==> config.mk <==
export PLATFORM = sky130hd
export DESIGN_NAME = stack_controller
export DESIGN_NICKNAME = d
export VERILOG_FILES = /design/src/rtl/stack_controller.sv
export SDC_FILE = /design/constraint.sdc
export NUM_CORES = 1
export LEC_CHECK = 0
export BUFFER_PORTS_ARGS = -buffer_cell sky130_fd_sc_hd__buf_2
export CAP_MARGIN = 20
export CORE_MARGIN = 4
export CORE_UTILIZATION = 55
export DETAILED_ROUTE_END_ITERATION = 10
export PLACE_DENSITY_LB_ADDON = 0.25
export SYNTH_ARGS = -nofsm -noshare
export SYNTH_HDL_FRONTEND = slang
export SYNTH_SLANG_ARGS = --single-unit
==> constraint.sdc <==
create_clock -name clk -period 5.4 [get_ports clk]
set_clock_uncertainty 0.05 [all_clocks]
set_input_delay 0 -clock clk [delete_from_list [all_inputs] [get_ports clk]]
set_output_delay 0 -clock clk [all_outputs]
set_load 0.005 [all_outputs]
==> src/rtl/stack_controller.sv <==
// Stack sequencer for the 256x8 data memory: PUSH/POP/CALL/RET, downward-growing stack, SP = next free slot.
// Latency: push/call 2 cycles, pop/ret 3 cycles, rejected op 2 cycles; op_ready low while busy, op_valid ignored then.
module stack_controller #(
    parameter logic [7:0] SP_RESET = 8'hFF,
    parameter logic [7:0] SP_LIMIT = 8'h80
) (
    input  logic       clk,
    input  logic       rst_n,
    input  logic       op_valid,
    input  logic [1:0] op_code,
    input  logic [7:0] rn_in,
    input  logic [7:0] npc_in,
    output logic       op_ready,
    output logic [7:0] mem_addr,
    output logic [7:0] mem_wdata,
    output logic       mem_wr,
    input  logic [7:0] mem_rdata,
    output logic       pop_valid,
    output logic [7:0] pop_data,
    output logic       pc_load,
    output logic [7:0] pc_value,
    output logic       op_done,
    output logic [7:0] sp,
    output logic [8:0] depth,
    output logic       overflow,
    output logic       underflow,
    input  logic       err_clr
);

    localparam logic [8:0] CAPACITY = {1'b0, SP_RESET} - {1'b0, SP_LIMIT} + 9'd1;

    typedef enum logic [2:0] {
        IDLE,
        WRITE,
        READ,
        RESP,
        REJECT
    } state_t;

    state_t     state_q;
    logic [1:0] op_q;
    logic [7:0] sp_q;
    logic [8:0] depth_q;
    logic [7:0] wdata_q;
    logic [7:0] pop_data_q;
    logic [7:0] pc_value_q;
    logic       overflow_q;
    logic       underflow_q;

    logic       full_d;
    logic       empty_d;
    logic [7:0] sp_inc_d;

    assign full_d   = (depth_q == CAPACITY);
    assign empty_d  = (depth_q == 9'd0);
    assign sp_inc_d = sp_q + 8'd1;

    // op_code[0] selects read-type (POP/RET); op_code[1] selects the PC flavour (CALL/RET).
    always_ff @(posedge clk) begin
        if (!rst_n) begin
            state_q     <= IDLE;
            op_q        <= 2'b00;
            sp_q        <= SP_RESET;
            depth_q     <= 9'd0;
            wdata_q     <= 8'h00;
            pop_data_q  <= 8'h00;
            pc_value_q  <= 8'h00;
            overflow_q  <= 1'b0;
            underflow_q <= 1'b0;
        end else begin
            if (err_clr) begin
                overflow_q  <= 1'b0;
                underflow_q <= 1'b0;
            end
            case (state_q)
                IDLE: begin
                    if (op_valid) begin
                        op_q <= op_code;
                        if (!op_code[0]) begin
                            wdata_q <= op_code[1] ? npc_in : rn_in;
                            if (full_d) begin
                                overflow_q <= 1'b1;
                                state_q    <= REJECT;
                            end else begin
                                state_q    <= WRITE;
                            end
                        end else begin
                            if (empty_d) begin
                                underflow_q <= 1'b1;
                                state_q     <= REJECT;
                            end else begin
                                state_q     <= READ;
                            end
                        end
                    end
                end
                WRITE: begin
                    sp_q    <= sp_q - 8'd1;
                    depth_q <= depth_q + 9'd1;
                    state_q <= IDLE;
                end
                READ: begin
                    if (op_q[1]) begin
                        pc_value_q <= mem_rdata;
                    end else begin
                        pop_data_q <= mem_rdata;
                    end
                    sp_q    <= sp_inc_d;
                    depth_q <= depth_q - 9'd1;
                    state_q <= RESP;
                end
                RESP:    state_q <= IDLE;
                REJECT:  state_q <= IDLE;
                default: state_q <= IDLE;
            endcase
        end
    end

    // Strobes are masked by rst_n so an op caught by reset never completes.
    assign op_ready  = (state_q == IDLE);
    assign mem_addr  = (state_q == READ) ? sp_inc_d : sp_q;
    assign mem_wdata = wdata_q;
    assign mem_wr    = (state_q == WRITE) && rst_n;
    assign op_done   = ((state_q == WRITE) || (state_q == RESP) || (state_q == REJECT)) && rst_n;
    assign pop_valid = (state_q == RESP) && !op_q[1] && rst_n;
    assign pc_load   = (state_q == RESP) && op_q[1] && rst_n;
    assign pop_data  = pop_data_q;
    assign pc_value  = pc_value_q;
    assign sp        = sp_q;
    assign depth     = depth_q;
    assign overflow  = overflow_q;
    assign underflow = underflow_q;

endmodule

# ---- Word-level counts from Yosys, hierarchy flattened
# Index checks and enable logic that the tools add are counted.
dict set report op_classes {
  add_sub_neg 4
  n_eq_ne 6
  muxes 19
  bitwise 2
  reduce_logical 16
}
# operator n
set ops {}
lappend ops {{$pmux W9 S2} 1}
lappend ops {{$mux W8} 2}
lappend ops {{$pmux W8 S2} 1}
lappend ops {{$mux W3} 4}
lappend ops {{$mux W1} 10}
lappend ops {{$add A9 B1 Y9 const B} 1}
lappend ops {{$eq A9 B8 Y1 const B} 1}
lappend ops {{$logic_not A9 Y1} 1}
lappend ops {{$sub A9 B1 Y9 const B} 1}
lappend ops {{$add A8 B1 Y8 const B} 1}
lappend ops {{$sub A8 B1 Y8 const B} 1}
lappend ops {{$eq A3 B2 Y1 const B} 2}
lappend ops {{$logic_and A1 B1 Y1} 6}
lappend ops {{$pmux W3 S2} 1}
lappend ops {{$reduce_and A2 Y1} 3}
lappend ops {{$eq A3 B1 Y1 const B} 1}
lappend ops {{$eq A3 B3 Y1 const B} 1}
lappend ops {{$logic_not A3 Y1} 1}
lappend ops {{$reduce_and A3 Y1} 1}
lappend ops {{$logic_or A1 B1 Y1} 2}
lappend ops {{$ne A2 B2 Y1 const B} 1}
lappend ops {{$not A1 Y1} 2}
lappend ops {{$reduce_bool A2 Y1} 1}
lappend ops {{$logic_not A1 Y1} 1}
dict set report word_totals {
  register_bits 48
  in_bits 30
  output_inout_bits 56
  word_cells 56
}

# ---- Longest topological paths before layout
dict set report logic_depth {
  depth_word 5
  depth_mapped 13
  depth_no_buf 9
}

# ---- Worst setup path after synthesis
# Ideal clock, no wire load.
dict set report synth_path {
  path_kind {register to register}
  start {register state_q[1]}
  end {register depth_q[7], in the netlist depth[7]}
  setup_ns 0.115
  arrival_ns 2.452
  t_required_ns 5.235
  setup_slack_ns 2.783
  path_stages_with_launch 14
  path_buffers 4
  synth_period_minus_slack_ns 2.617
  cell_sequence {dfxtp_1 buf_4 or3b_1 buf_6 clkinv_8 buf_2 ha_1 clkbuf_1 a211oi_1 o21bai_1 a32oi_1 mux2i_1 xnor2_1 and2_1}
}
dict set report synth_via {
  elab_chain_cells 2
  elab_cells_between_ends 4
  classes_between {eq/ne: 2; mux: 1; reduce/logical: 1}
}
# item line_no
set synth_rtl {}
lappend synth_rtl {{start, declared} 40} ;# state_t state_q;
lappend synth_rtl {{start signal, assigned} 61} ;# state_q <= IDLE;
lappend synth_rtl {{start signal, assigned} 83} ;# state_q <= REJECT;
lappend synth_rtl {{start signal, assigned} 85} ;# state_q <= WRITE;
lappend synth_rtl {{$eq A3 B2 Y1 or $eq A3 B1 Y1 (tied branches)} 75} ;# case (state_q)
lappend synth_rtl {{$pmux W9 S2 or $reduce_bool A2 Y1 (tied branches)} --}
lappend synth_rtl {{end signal, assigned} 99} ;# depth_q <= depth_q + 9'd1;
lappend synth_rtl {{end signal, assigned} 109} ;# depth_q <= depth_q - 9'd1;
lappend synth_rtl {{end, declared} 43} ;# logic [8:0] depth_q;
# Parallel ways exist; a longest one is shown, timed or not.
# A chain may end at the register's enable or synchronous reset.

# ---- Final worst setup path
dict set report layout_path {
  start {register state_q[2]}
  end {register depth_q[8], in the netlist depth[8]}
}
# The elaborated chain is that of the path after synthesis.

==> impl_metrics.env <==
export IMPL_grt_pass1_vias=2443
export IMPL_multi_input_area_mm2=0.00153
export IMPL_clock_sinks=47
export IMPL_seq_area_frac_synth=0.360
export IMPL_layoutNonFillerInstCount=464
export IMPL_rows=24
export IMPL_finalCriticalPeriod_ps=3210
export IMPL_fin_setup_tns_ps=0
export IMPL_clkLatencyLatePin_ps=300
export IMPL_avgSynthCellArea_um2=8.11
export IMPL_coreArea_mm2=0.00447
export IMPL_cts_buffers_inserted=5
export IMPL_synthCells=322
export IMPL_fin_nets=446
export IMPL_crit_family="simple AND/OR/NAND/NOR gates"
export IMPL_synth_top_area_frac=0.360
export IMPL_antenna_found_initial=0
export IMPL_die_h_um=76.9
export IMPL_cp_end_kind="flop"
export IMPL_power_leakage_nw=1.53
export IMPL_firstDrtPassIters=4
export IMPL_placedCellCount=435
export IMPL_port_buffer_count=85
export IMPL_synth_common_cells="nand2_1 (65), dfxtp_1 (47), clkbuf_1 (17), nor2_1 (17), mux2i_1 (14)"
export IMPL_synth_cell_types=48
export IMPL_clk_pin_slew_ps=90
export IMPL_viasPerCell=5.55
export IMPL_cts_setup_buffers=0
export IMPL_r2r_slack_ps=2190
export IMPL_finalPower_mw=1.39
export IMPL_slew_violations=0
export IMPL_required_ps=5590
export IMPL_routedWlPerCell_um=14.7
export IMPL_area_delta_synth_final_pct=26.4
export IMPL_synth_edf_count=0
export IMPL_drc=0
export IMPL_rsz0062_at_grt="no"
export IMPL_pwr_density_cell_mw_per_mm2=421
export IMPL_yosys_warnings=0
export IMPL_synth_ff_type="dfxtp_1"
export IMPL_holdCritStartpoint="npc_in[2]"
export IMPL_worst_pin_slew_ps=781
export IMPL_outcome="completed"
export IMPL_cp_start_kind="flop"
export IMPL_drt_iter0_markers=265
export IMPL_crit_buf_inv=1
export IMPL_ant_nets=0
export IMPL_cp_cell_sequence="or3b_1, clkinv_8, ha_1, nand2b_1, mux2i_1, nand2_1, o22ai_2, mux2i_1, mux2i_1"
export IMPL_overflow=0
export IMPL_cp_slowest_cell="or3b_1"
export IMPL_fin_crit_sh=0.594
export IMPL_fill_cells=333
export IMPL_hold_viol_final=0
export IMPL_synth_fp_nets=357
export IMPL_critPathKind="flop to flop"
export IMPL_initial_core_util=0.584
export IMPL_cts_root_buf="clkbuf_8"
export IMPL_regArea_um2=941
export IMPL_synth_most_common_cell="nand2_1"
export IMPL_drv_cap=0
export IMPL_grt_pass1_wl_mm=11.5
export IMPL_yosys_area_top_type="dfxtp_1"
export IMPL_cts_htree_levels=2
export IMPL_finalSetupViolCount=0
export IMPL_ys_async_sr_fraction=0
export IMPL_crit_top_cell="mux2i_1"
export IMPL_grt_max_degree=51
export IMPL_die_area_mm2=0.00591
export IMPL_hpwl_mm=4.61
export IMPL_io_pins=86
export IMPL_crit_path_max_fanout=19
export IMPL_drive_above_1_share=0.245
export IMPL_ir_drop_mv=0.260
export IMPL_place_gp_congestion=0.864
export IMPL_crit_path_start="state_q[2]"
export IMPL_via_count=2577
export IMPL_ys_ff_latch=47
export IMPL_hp_class="input pin to flop"
export IMPL_timing_fmax_mhz=312
export IMPL_critPathArrivalTime_ps=3400
export IMPL_slew_limit_headroom=0.479
export IMPL_grtUsageTotal=0.234
export IMPL_clockBufferDepth=2
export IMPL_holdWs_ps=9.18
export IMPL_die_w_um=76.9
export IMPL_wirelength_mm=6.82
export IMPL_worstReg2RegStart="state_q[2]"
export IMPL_syn_area_mm2=0.00261
export IMPL_cpPeakStageDelay_ps=700
export IMPL_n_antenna_cell=0
export IMPL_cts_tree="built"
export IMPL_synth_area_leaders="dfxtp_1 (36%), nand2_1 (9.3%), mux2i_1 (5.4%)"
-- flip-flops by register name, indices dropped and copies added, names as in the netlist --
register   count
op_q           1
pop_data       8
overflow       1
underflow      1
sp             8
state_q        3
depth          9
pc_value       8
mem_wdata      8
-- logic make-up after synthesis --
kind of cell    Yosys count  synth area share
mux                      14            0.0537
fa+ha+maj                 5            0.0240
simple gates            135             0.245
flops                    47             0.360
buf+inv                  31            0.0556
compound gates           71             0.198
xor+xnor                 19            0.0637
-- layout make-up --
type	count	share of cell area
clock buffers	6	0.0250
repair buffers	106	0.192
clock inverters	2	0.00493
multi-input cells	244	0.462
inverters	7	0.0117
flip-flops and latches	47	0.285
well taps	52	0.0197
-- stage by stage --
| stage | cell area [um^2] | utilization | setup WS (ps) |
|---|---|---|---|
| floorplan | 2610 | - | 2780 |
| global placement | 3000 | 0.669 | 2390 |
| detailed placement | 3000 | 0.669 | 2260 |
| CTS | 3290 | 0.736 | 2240 |
| global route | 3300 | 0.738 | 1970 |
| finish | 3300 | 0.738 | 2190 |
-- power breakdown --
part,total (mW),internal (mW),leakage (nW),switching (mW)
sequential,0.534,0.416,0.382,0.117
combinational,0.629,0.294,1.10,0.335
clock,0.227,0.105,0.0474,0.122
-- cell usage in the layout (no fill, tap or decap), types with 2 or more instances in the layout --
| cell | synthesis | final |
|---|---|---|
| or3_1 | 2 | 2 |
| nor2b_1 | 8 | 8 |
| dlygate4sd3_1 | 0 | 20 |
| or4_1 | 4 | 4 |
| o21a_1 | 2 | 2 |
| nand3_1 | 5 | 5 |
| nand4_1 | 2 | 2 |
| xnor2_1 | 12 | 12 |
| a31oi_1 | 3 | 3 |
| mux2i_1 | 14 | 14 |
| and3_1 | 5 | 5 |
| a21oi_1 | 13 | 13 |
| nand2b_1 | 3 | 3 |
| inv_1 | 6 | 6 |
| o21ai_1 | 2 | 2 |
| buf_2 | 4 | 85 |
| nor4_1 | 3 | 3 |
| nor2_1 | 17 | 17 |
| dfxtp_1 | 47 | 47 |
| nor2_2 | 2 | 2 |
| xor2_1 | 7 | 7 |
| nor3_1 | 8 | 8 |
| o211a_1 | 9 | 9 |
| nand2_1 | 65 | 65 |
| a21boi_1 | 6 | 6 |
| and2_1 | 7 | 7 |
| ha_1 | 5 | 5 |
| o21ai_0 | 10 | 10 |
| a211oi_1 | 2 | 2 |
| clkbuf_8 | 0 | 6 |
| a32oi_1 | 3 | 3 |
| a21boi_0 | 12 | 12 |
-- timing repair --
| action | CTS | global route |
|---|---|---|
| hold buffers | 20 | 0 |
| resized for setup | 0 | 0 |
| endpoints found under the hold margin | 26 | 0 |
-- worst register-to-register path, stage by stage (launching register included) --
cell and delay (ps):
dfxtp_1 620, or3b_1 700, clkinv_8 230, ha_1 480, nand2b_1 100, mux2i_1 300
nand2_1 120, o22ai_2 140, mux2i_1 220, mux2i_1 190
-- final timing paths --
kind                            depth (start not counted)      endpoint
worst min register to register                          2   pop_data[4]
worst max register to register                          9      depth[8]
worst max-delay path                                    9      depth[8]
worst min-delay path                                    4  mem_wdata[2]
-- per-layer routing --
metal  track usage  vias up  routed length (um)
li1              -     1294                   -
met2         0.395       88                3330
met1         0.289     1184                2870
met4        0.0634        0                  94
met5             0        -                   0
met3        0.0691       11                 522
Note: power is estimated with default switching activity, not from simulation.
